===== config.mk =====
export PLATFORM = sky130hd
export DESIGN_NAME = puf_sequencer_flat
export DESIGN_NICKNAME = d
export VERILOG_FILES = /design/src/rtl/puf_pkg.sv /design/src/rtl/puf_sequencer_if.sv /design/src/rtl/puf_vote_accum.sv /design/src/rtl/sync_2ff.sv /design/src/rtl/puf_sequencer.sv /design/src/flat_wrapper.sv
export SDC_FILE = /design/constraint.sdc
export NUM_CORES = 1
export LEC_CHECK = 0
export CAP_MARGIN = 20
export CORE_MARGIN = 5
export CORE_UTILIZATION = 57
export CTS_CLUSTER_DIAMETER = 200
export CTS_CLUSTER_SIZE = 20
export DETAILED_ROUTE_END_ITERATION = 6
export PLACE_DENSITY = 0.9
export REMOVE_ABC_BUFFERS = 1
export SYNTH_ARGS = -nofsm -noshare
export SYNTH_HDL_FRONTEND = slang
export SYNTH_SLANG_ARGS = --single-unit

===== constraint.sdc =====
create_clock -name clk -period 3.2 [get_ports clk]
set_clock_uncertainty 0.1 [all_clocks]
set_input_delay 0.32 -clock clk [delete_from_list [all_inputs] [get_ports clk]]
set_output_delay 0.32 -clock clk [all_outputs]
set_load 0.05 [all_outputs]

===== src/rtl/puf_pkg.sv =====
// Shared types and helpers for the PUF measurement sequencer.
//   puf_seq_state_t : sequencer FSM states
//   DEF_CHAL_W/DEF_RESP_W : default challenge/response widths
//   cnt_width()     : counter width able to hold 0..max_val
package puf_pkg;

  localparam int unsigned DEF_CHAL_W = 8;
  localparam int unsigned DEF_RESP_W = 8;

  typedef enum logic [2:0] {
    IDLE,
    RESET_PUF,
    SETTLE,
    RUN,
    CAPTURE,
    RESULT
  } puf_seq_state_t;

  // Bits needed to count from 0 up to and including max_val (minimum 1).
  function automatic int unsigned cnt_width(input int unsigned max_val);
    if (max_val < 32'd2) return 32'd1;
    return 32'($clog2(max_val + 32'd1));
  endfunction

endpackage


===== src/rtl/puf_sequencer_if.sv =====
// Host request/response channel of the PUF sequencer.
//   req_valid/req_ready/req_challenge : challenge request handshake
//   rsp_valid/rsp_ready              : result handshake
//   rsp_response/rsp_unstable/rsp_error : voted result, per-bit disagreement, timeout flag
// master = host side, slave = sequencer side.
interface puf_sequencer_if #(
  parameter int unsigned CHAL_W = 8,
  parameter int unsigned RESP_W = 8
) ();

  logic              req_valid;
  logic              req_ready;
  logic [CHAL_W-1:0] req_challenge;
  logic              rsp_valid;
  logic              rsp_ready;
  logic [RESP_W-1:0] rsp_response;
  logic [RESP_W-1:0] rsp_unstable;
  logic              rsp_error;

  modport master (
    output req_valid, req_challenge, rsp_ready,
    input  req_ready, rsp_valid, rsp_response, rsp_unstable, rsp_error
  );

  modport slave (
    input  req_valid, req_challenge, rsp_ready,
    output req_ready, rsp_valid, rsp_response, rsp_unstable, rsp_error
  );

endinterface


===== src/rtl/puf_vote_accum.sv =====
// Per-bit ones counters for majority voting over repeated PUF measurements.
//   clear      : zero counters and result outputs
//   accumulate : add bits_in into the counters this cycle
//   finalize   : register majority/unstable, including this cycle's accumulate
//   majority   : bit set when more than half the votes were 1
//   unstable   : bit set when the votes for that bit were not unanimous
module puf_vote_accum
  import puf_pkg::*;
#(
  parameter int unsigned RESP_W    = DEF_RESP_W,
  parameter int unsigned NUM_VOTES = 5
) (
  input  logic              clk,
  input  logic              reset,
  input  logic              clear,
  input  logic              accumulate,
  input  logic              finalize,
  input  logic [RESP_W-1:0] bits_in,
  output logic [RESP_W-1:0] majority,
  output logic [RESP_W-1:0] unstable
);

  localparam int unsigned CNT_W = cnt_width(NUM_VOTES);
  localparam logic [CNT_W-1:0] HALF = CNT_W'(NUM_VOTES / 2);
  localparam logic [CNT_W-1:0] ALL  = CNT_W'(NUM_VOTES);

  logic [CNT_W-1:0]  ones_q [RESP_W];
  logic [CNT_W-1:0]  ones_n [RESP_W];
  logic [RESP_W-1:0] maj_n;
  logic [RESP_W-1:0] unst_n;

  // Next counter values; the verdict looks at them so finalize can share a cycle with the last add.
  always_comb begin
    maj_n  = '0;
    unst_n = '0;
    for (int b = 0; b < int'(RESP_W); b++) begin
      ones_n[b] = ones_q[b];
      if (clear) begin
        ones_n[b] = '0;
      end else if (accumulate) begin
        ones_n[b] = ones_q[b] + CNT_W'(bits_in[b]);
      end
      maj_n[b]  = (ones_n[b] > HALF);
      unst_n[b] = (ones_n[b] != '0) && (ones_n[b] != ALL);
    end
  end

  always_ff @(posedge clk or posedge reset) begin
    if (reset) begin
      for (int b = 0; b < int'(RESP_W); b++) ones_q[b] <= '0;
      majority <= '0;
      unstable <= '0;
    end else begin
      for (int b = 0; b < int'(RESP_W); b++) ones_q[b] <= ones_n[b];
      if (clear) begin
        majority <= '0;
        unstable <= '0;
      end else if (finalize) begin
        majority <= maj_n;
        unstable <= unst_n;
      end
    end
  end

endmodule


===== src/rtl/sync_2ff.sv =====
// Two-flop synchronizer for a single-bit asynchronous input.
//   clk, reset : destination clock, async active-high reset (output resets to 0)
//   d          : asynchronous input
//   q          : synchronized output, two clk cycles of latency
module sync_2ff (
  input  logic clk,
  input  logic reset,
  input  logic d,
  output logic q
);

  logic meta;

  always_ff @(posedge clk or posedge reset) begin
    if (reset) begin
      meta <= 1'b0;
      q    <= 1'b0;
    end else begin
      meta <= d;
      q    <= meta;
    end
  end

endmodule


===== src/rtl/puf_sequencer.sv =====
// Sequences the ring-oscillator PUF for one challenge: per vote it resets the PUF,
// lets it settle, runs the oscillators until done (or timeout) and captures the
// response; after NUM_VOTES votes it reports the per-bit majority.
//   clk, reset    : system clock, async active-high reset
//   host          : request/response channel (slave side)
//   busy          : sequencer not idle
//   puf_enable    : oscillator/counter enable to the PUF
//   puf_challenge : challenge held for the whole request
//   puf_reset     : PUF counter/arbiter reset
//   puf_done      : PUF all-done, asynchronous to clk
//   puf_response  : PUF response, stable while puf_done is high
module puf_sequencer
  import puf_pkg::*;
#(
  parameter int unsigned CHAL_W      = DEF_CHAL_W,
  parameter int unsigned RESP_W      = DEF_RESP_W,
  parameter int unsigned NUM_VOTES   = 5,
  parameter int unsigned RST_CYC     = 4,
  parameter int unsigned SETTLE_CYC  = 2,
  parameter int unsigned TIMEOUT_CYC = 65535
) (
  input  logic              clk,
  input  logic              reset,
  puf_sequencer_if.slave    host,
  output logic              busy,
  output logic              puf_enable,
  output logic [CHAL_W-1:0] puf_challenge,
  output logic              puf_reset,
  input  logic              puf_done,
  input  logic [RESP_W-1:0] puf_response
);

  localparam int unsigned MAX_PHASE = (RST_CYC > SETTLE_CYC) ? RST_CYC : SETTLE_CYC;
  localparam int unsigned VOTE_W    = cnt_width(NUM_VOTES);
  localparam int unsigned CYC_W     = cnt_width(MAX_PHASE);
  localparam int unsigned TMO_W     = cnt_width(TIMEOUT_CYC);

  puf_seq_state_t    state_q, state_n;
  logic [CYC_W-1:0]  cyc_q, cyc_n;
  logic [TMO_W-1:0]  tmo_q, tmo_n;
  logic [VOTE_W-1:0] vote_q, vote_n;
  logic [CHAL_W-1:0] chal_n;
  logic              rsp_valid_q, rsp_valid_n;
  logic              rsp_error_q, rsp_error_n;
  logic              req_ready_q;
  logic              done_s;
  logic              acc_clear, acc_add, acc_final;
  logic [RESP_W-1:0] majority, unstable;

  sync_2ff u_done_sync (
    .clk   (clk),
    .reset (reset),
    .d     (puf_done),
    .q     (done_s)
  );

  puf_vote_accum #(
    .RESP_W    (RESP_W),
    .NUM_VOTES (NUM_VOTES)
  ) u_accum (
    .clk        (clk),
    .reset      (reset),
    .clear      (acc_clear),
    .accumulate (acc_add),
    .finalize   (acc_final),
    .bits_in    (puf_response),
    .majority   (majority),
    .unstable   (unstable)
  );

  // Next-state and datapath control.
  always_comb begin
    state_n     = state_q;
    cyc_n       = cyc_q;
    tmo_n       = tmo_q;
    vote_n      = vote_q;
    chal_n      = puf_challenge;
    rsp_valid_n = rsp_valid_q;
    rsp_error_n = rsp_error_q;
    acc_clear   = 1'b0;
    acc_add     = 1'b0;
    acc_final   = 1'b0;

    unique case (state_q)
      IDLE: begin
        if (host.req_valid) begin
          chal_n      = host.req_challenge;
          vote_n      = '0;
          cyc_n       = '0;
          rsp_error_n = 1'b0;
          acc_clear   = 1'b1;
          state_n     = RESET_PUF;
        end
      end

      RESET_PUF: begin
        if (cyc_q == CYC_W'(RST_CYC - 1)) begin
          cyc_n   = '0;
          state_n = SETTLE;
        end else begin
          cyc_n = cyc_q + CYC_W'(1);
        end
      end

      SETTLE: begin
        if (cyc_q == CYC_W'(SETTLE_CYC - 1)) begin
          cyc_n   = '0;
          tmo_n   = '0;
          state_n = RUN;
        end else begin
          cyc_n = cyc_q + CYC_W'(1);
        end
      end

      RUN: begin
        // A done seen in the last allowed cycle still wins over the timeout.
        if (done_s) begin
          state_n = CAPTURE;
        end else if (tmo_q == TMO_W'(TIMEOUT_CYC - 1)) begin
          rsp_error_n = 1'b1;
          rsp_valid_n = 1'b1;
          acc_clear   = 1'b1;
          state_n     = RESULT;
        end else begin
          tmo_n = tmo_q + TMO_W'(1);
        end
      end

      CAPTURE: begin
        acc_add = 1'b1;
        vote_n  = vote_q + VOTE_W'(1);
        if (vote_q == VOTE_W'(NUM_VOTES - 1)) begin
          acc_final   = 1'b1;
          rsp_valid_n = 1'b1;
          state_n     = RESULT;
        end else begin
          cyc_n   = '0;
          state_n = RESET_PUF;
        end
      end

      RESULT: begin
        if (host.rsp_ready) begin
          rsp_valid_n = 1'b0;
          state_n     = IDLE;
        end
      end

      default: state_n = IDLE;
    endcase
  end

  // State, counters and registered outputs decoded from the next state.
  always_ff @(posedge clk or posedge reset) begin
    if (reset) begin
      state_q       <= IDLE;
      cyc_q         <= '0;
      tmo_q         <= '0;
      vote_q        <= '0;
      puf_challenge <= '0;
      rsp_valid_q   <= 1'b0;
      rsp_error_q   <= 1'b0;
      req_ready_q   <= 1'b1;
      busy          <= 1'b0;
      puf_reset     <= 1'b1;
      puf_enable    <= 1'b0;
    end else begin
      state_q       <= state_n;
      cyc_q         <= cyc_n;
      tmo_q         <= tmo_n;
      vote_q        <= vote_n;
      puf_challenge <= chal_n;
      rsp_valid_q   <= rsp_valid_n;
      rsp_error_q   <= rsp_error_n;
      req_ready_q   <= (state_n == IDLE);
      busy          <= (state_n != IDLE);
      puf_reset     <= (state_n == IDLE) || (state_n == RESET_PUF) || (state_n == RESULT);
      puf_enable    <= (state_n == RUN);
    end
  end

  assign host.req_ready    = req_ready_q;
  assign host.rsp_valid    = rsp_valid_q;
  assign host.rsp_error    = rsp_error_q;
  assign host.rsp_response = majority;
  assign host.rsp_unstable = unstable;

endmodule


===== src/flat_wrapper.sv =====
// flat-port wrapper written by rule: the top's interface ports become plain ports
module puf_sequencer_flat import puf_pkg::*;
#(
  parameter int unsigned CHAL_W      = DEF_CHAL_W,
  parameter int unsigned RESP_W      = DEF_RESP_W,
  parameter int unsigned NUM_VOTES   = 5,
  parameter int unsigned RST_CYC     = 4,
  parameter int unsigned SETTLE_CYC  = 2,
  parameter int unsigned TIMEOUT_CYC = 65535
)
  (clk, reset, busy, puf_enable, puf_challenge, puf_reset, puf_done, puf_response, host_req_valid, host_req_challenge, host_rsp_ready, host_req_ready, host_rsp_valid, host_rsp_response, host_rsp_unstable, host_rsp_error);
  puf_sequencer_if #(.CHAL_W(CHAL_W), .RESP_W(RESP_W)) host_i ();
  input  logic clk;
  input  logic reset;
  output logic busy;
  output logic puf_enable;
  output logic [CHAL_W-1:0] puf_challenge;
  output logic puf_reset;
  input  logic puf_done;
  input  logic [RESP_W-1:0] puf_response;
  input wire logic [$bits(host_i.req_valid)-1:0] host_req_valid;
  input wire logic [$bits(host_i.req_challenge)-1:0] host_req_challenge;
  input wire logic [$bits(host_i.rsp_ready)-1:0] host_rsp_ready;
  output wire logic [$bits(host_i.req_ready)-1:0] host_req_ready;
  output wire logic [$bits(host_i.rsp_valid)-1:0] host_rsp_valid;
  output wire logic [$bits(host_i.rsp_response)-1:0] host_rsp_response;
  output wire logic [$bits(host_i.rsp_unstable)-1:0] host_rsp_unstable;
  output wire logic [$bits(host_i.rsp_error)-1:0] host_rsp_error;
  assign host_i.req_valid = host_req_valid;
  assign host_i.req_challenge = host_req_challenge;
  assign host_i.rsp_ready = host_rsp_ready;
  assign host_req_ready = host_i.req_ready;
  assign host_rsp_valid = host_i.rsp_valid;
  assign host_rsp_response = host_i.rsp_response;
  assign host_rsp_unstable = host_i.rsp_unstable;
  assign host_rsp_error = host_i.rsp_error;
  puf_sequencer #(.CHAL_W(CHAL_W), .RESP_W(RESP_W), .NUM_VOTES(NUM_VOTES), .RST_CYC(RST_CYC), .SETTLE_CYC(SETTLE_CYC), .TIMEOUT_CYC(TIMEOUT_CYC)) u_core (.clk(clk), .reset(reset), .host(host_i), .busy(busy), .puf_enable(puf_enable), .puf_challenge(puf_challenge), .puf_reset(puf_reset), .puf_done(puf_done), .puf_response(puf_response));
endmodule

==> results.md <==
* H-tree levels at 3
* Most numerous cell in the Yosys netlist: dfrtp_1
* Status: finished, final reports clean
* Root buf cell: clkbuf_8
* Largest net degree at the start of global routing at 48
* CP Data Required Time at 3310 ps
* CTS Sinks at 81
* Synth area leader: dfrtp_1
* Final period utilization at 0.768
* Leakage at 2.34 nW
* First-pass GRT wire length at 17,200 microns
* CP Buf/Inv Count at 0
* Initial core utilization at 0.591
* HPWL Detailed at slightly below 7000 microns
* GR Overflow Total at 0
* Slowest stage cell on the critical path: and3b_1
* Initial antenna violation count at 0
* Post-placement cell area at 5140 sq um
* CTS tree: built
* CP peak stage delay at 760 ps
* Final worst path period need at 2460 ps
* Largest cells by area after synthesis: dfrtp_1, ha_1, xor2_1
* Core footprint at approximately 7800 sq um
* Util after Layout at 0.687
* Syn avg cell area at 10.1 sq um
* Clock Path Buffers at 2
* FF+latch count, synth at 81
* Crit path DAT at between 2000 and 3000 ps
* RR Startpoint: u_core.state_q[0]
* Boundary Pins at 51
* Max Cap Violations at 0
* Cell Count, Final, Fillers Out at 606
* Core Rows at 32
* Synth Instances at 457
* R2R setup slack at 740 ps
* Post-CTS setup buffer count at 0
* Share of cells above drive strength 1 at 0.0952
* CP Launch Type: register
* CP startpoint: u_core.state_q[0]
* Crit. End Element: register
* Cell family with most CP delay: simple AND/OR/NAND/NOR gates
* Vias in the first global route at 3,636
* PwrDens at 681 nW/um^2
* Post-DRT Antenna Nets at 0
* Unrepaired setup endpoints after global routing: false
* DRC errors left at 0
* Clk slew on worst S/H paths at approximately 90 ps
* Fraction of registers with async set/reset at 1.00
* Top cell type's share of synthesized area at 0.428
* Post-CTS Resized at 0
* Setup CP Type: register to register
* Worst r2r path cells at 4
* Total Power at 0.00365 W
* Measured slew at the worst slew-check pin at 937 ps
* Post-synthesis sequential area ratio at 0.440
* CP max FO at 19
* Area of the mapped netlist at roughly 4600 sq um
* Yosys warning total at 0
* Critical Path Stages at 4
* Drt first pass iters at 4
* Setup violators final at 0
* Gr usage total at 0.214
* Via count at 3,566
* Later-pin clock latency in the skew report at 360 ps
* Most instantiated cells after synthesis: dfrtp_1, nand2_1, xor2_1, a211oi_1, ha_1
* Number of synthesized flops with an enable pin at 0
* TritonCTS buffer count at 9
* Hold Crit Class: input pin to asynchronous set/reset pin
* Fin nets at 544
* Area delta synth->final at 16.2%
* Die area at 10000 sq um
* Horiz. Die Dim at 100 microns
* Top_reg_cell synth: dfrtp_1
* Post-route cell area at 5360 sq um
* CP Cell Sequence: and3b_1 -> nand2b_1 -> o21ai_0 -> o211ai_1
* Fmax at 407 MHz
* Final Hold Viols at 0
* Minimum hold slack at 243 ps
* Synth cell types at 53
* Slew HR at 0.373
* Routed wire length at 10,100 microns
* # diodes at 0
* Die height at 100 microns
* Cts hold-fix bufs at 0
* Via density at ~5.9
* FF-to-FF End: u_core.u_accum.unstable[6]
* WL/cell at 16.7 microns
* Input/output buffers at 50
* DP Cell Count at 590
* Slew Limit Fails at 0
* Peak supply drop at 0.000393 V
* Gpl congestion at 0.824
* Iter 0 DRT Violations at 176
## worst max-delay path by stage
| stage | to | slack (ps) |
|---|---|---|
| after floorplan | u_core.u_accum.majority[0] | -300 |
| after global placement | u_core.host.rsp_valid | 920 |
| after detailed placement | u_core.host.rsp_valid | 880 |
| after CTS | u_core.u_accum.unstable[6] | 760 |
| after global routing | u_core.u_accum.unstable[6] | 600 |
| final | u_core.u_accum.unstable[6] | 740 |
## sequential cells by signal, indices dropped and copies added, names as in the netlist, 3 cells and up
name / flops
u_core.cyc_q: 3
u_core.puf_challenge: 8
u_core.state_q: 3
u_core.tmo_q: 16
u_core.u_accum.majority: 8
u_core.u_accum.ones_q: 24
u_core.u_accum.unstable: 8
u_core.vote_q: 3
## layer usage
| layer | GRT usage | part of all wire |
|---|---|---|
| met4 | 0.0570 | 0.013 |
| met5 | 0 | 0 |
| met1 | 0.277 | 0.43 |
| met2 | 0.370 | 0.52 |
| met3 | 0.0417 | 0.040 |
## stage by stage
stage	setup WS (ps)	setup TNS (ps)
floorplan	-303	-3520
global placement	924	0
detailed placement	884	0
CTS	762	0
global route	605	0
finish	743	0
## placed cells by master (no fill, tap or decap), types with 9 or more instances in the layout
cell type / count
dfrtp_1: 79
nand2_1: 65
clkdlybuf4s50_1: 50
xor2_1: 29
a211oi_1: 24
ha_1: 24
mux2i_1: 23
nor2_1: 23
a21oi_1: 21
nand2b_1: 19
inv_1: 19
nand3_1: 12
nor3_1: 10
clkbuf_8: 9
## logic make-up (layout without fill, tap and decap cells)
kind of cell               Yosys count  in the layout  share of synthesized area
buffers and inverters               47             94                     0.0529
and+or+nand+nor                    158            158                      0.175
xor gates and xnor gates            31             31                     0.0618
DFF                                 81             81                      0.440
AOI/OAI and AO/OA                   85             85                      0.136
adders and majority gates           24             24                     0.0651
muxes                               31             31                     0.0694
## worst reg2reg max path, delay by kind of cell, from the launching register on
family | cells | cell delay [ps]
AO/OA/AOI/OAI | 2 | 450
flip-flops | 1 | 680
AND/OR/NAND/NOR | 2 | 1090
## report_power, final
part | switching, W | internal (W) | total [W]
clock network | 0.000385 | 0.000439 | 0.000824
logic | 0.000861 | 0.000562 | 0.00142
registers | 0.000183 | 0.00122 | 0.00140
total | 0.00143 | 0.00222 | 0.00365
## cell type report
| type | count | area (sq um) |
|---|---|---|
| Clock buffer | 9 | 124 |
| Clock inverter | 7 | 95.1 |
| Fill cell | 569 | 2450 |
| Inverter | 20 | 76.3 |
| Multi-Input combinational cell | 329 | 2350 |
| Sequential cell | 81 | 2030 |
| Tap cell | 102 | 128 |
| Timing Repair Buffer | 58 | 561 |
(Power assumes the default switching activity.)
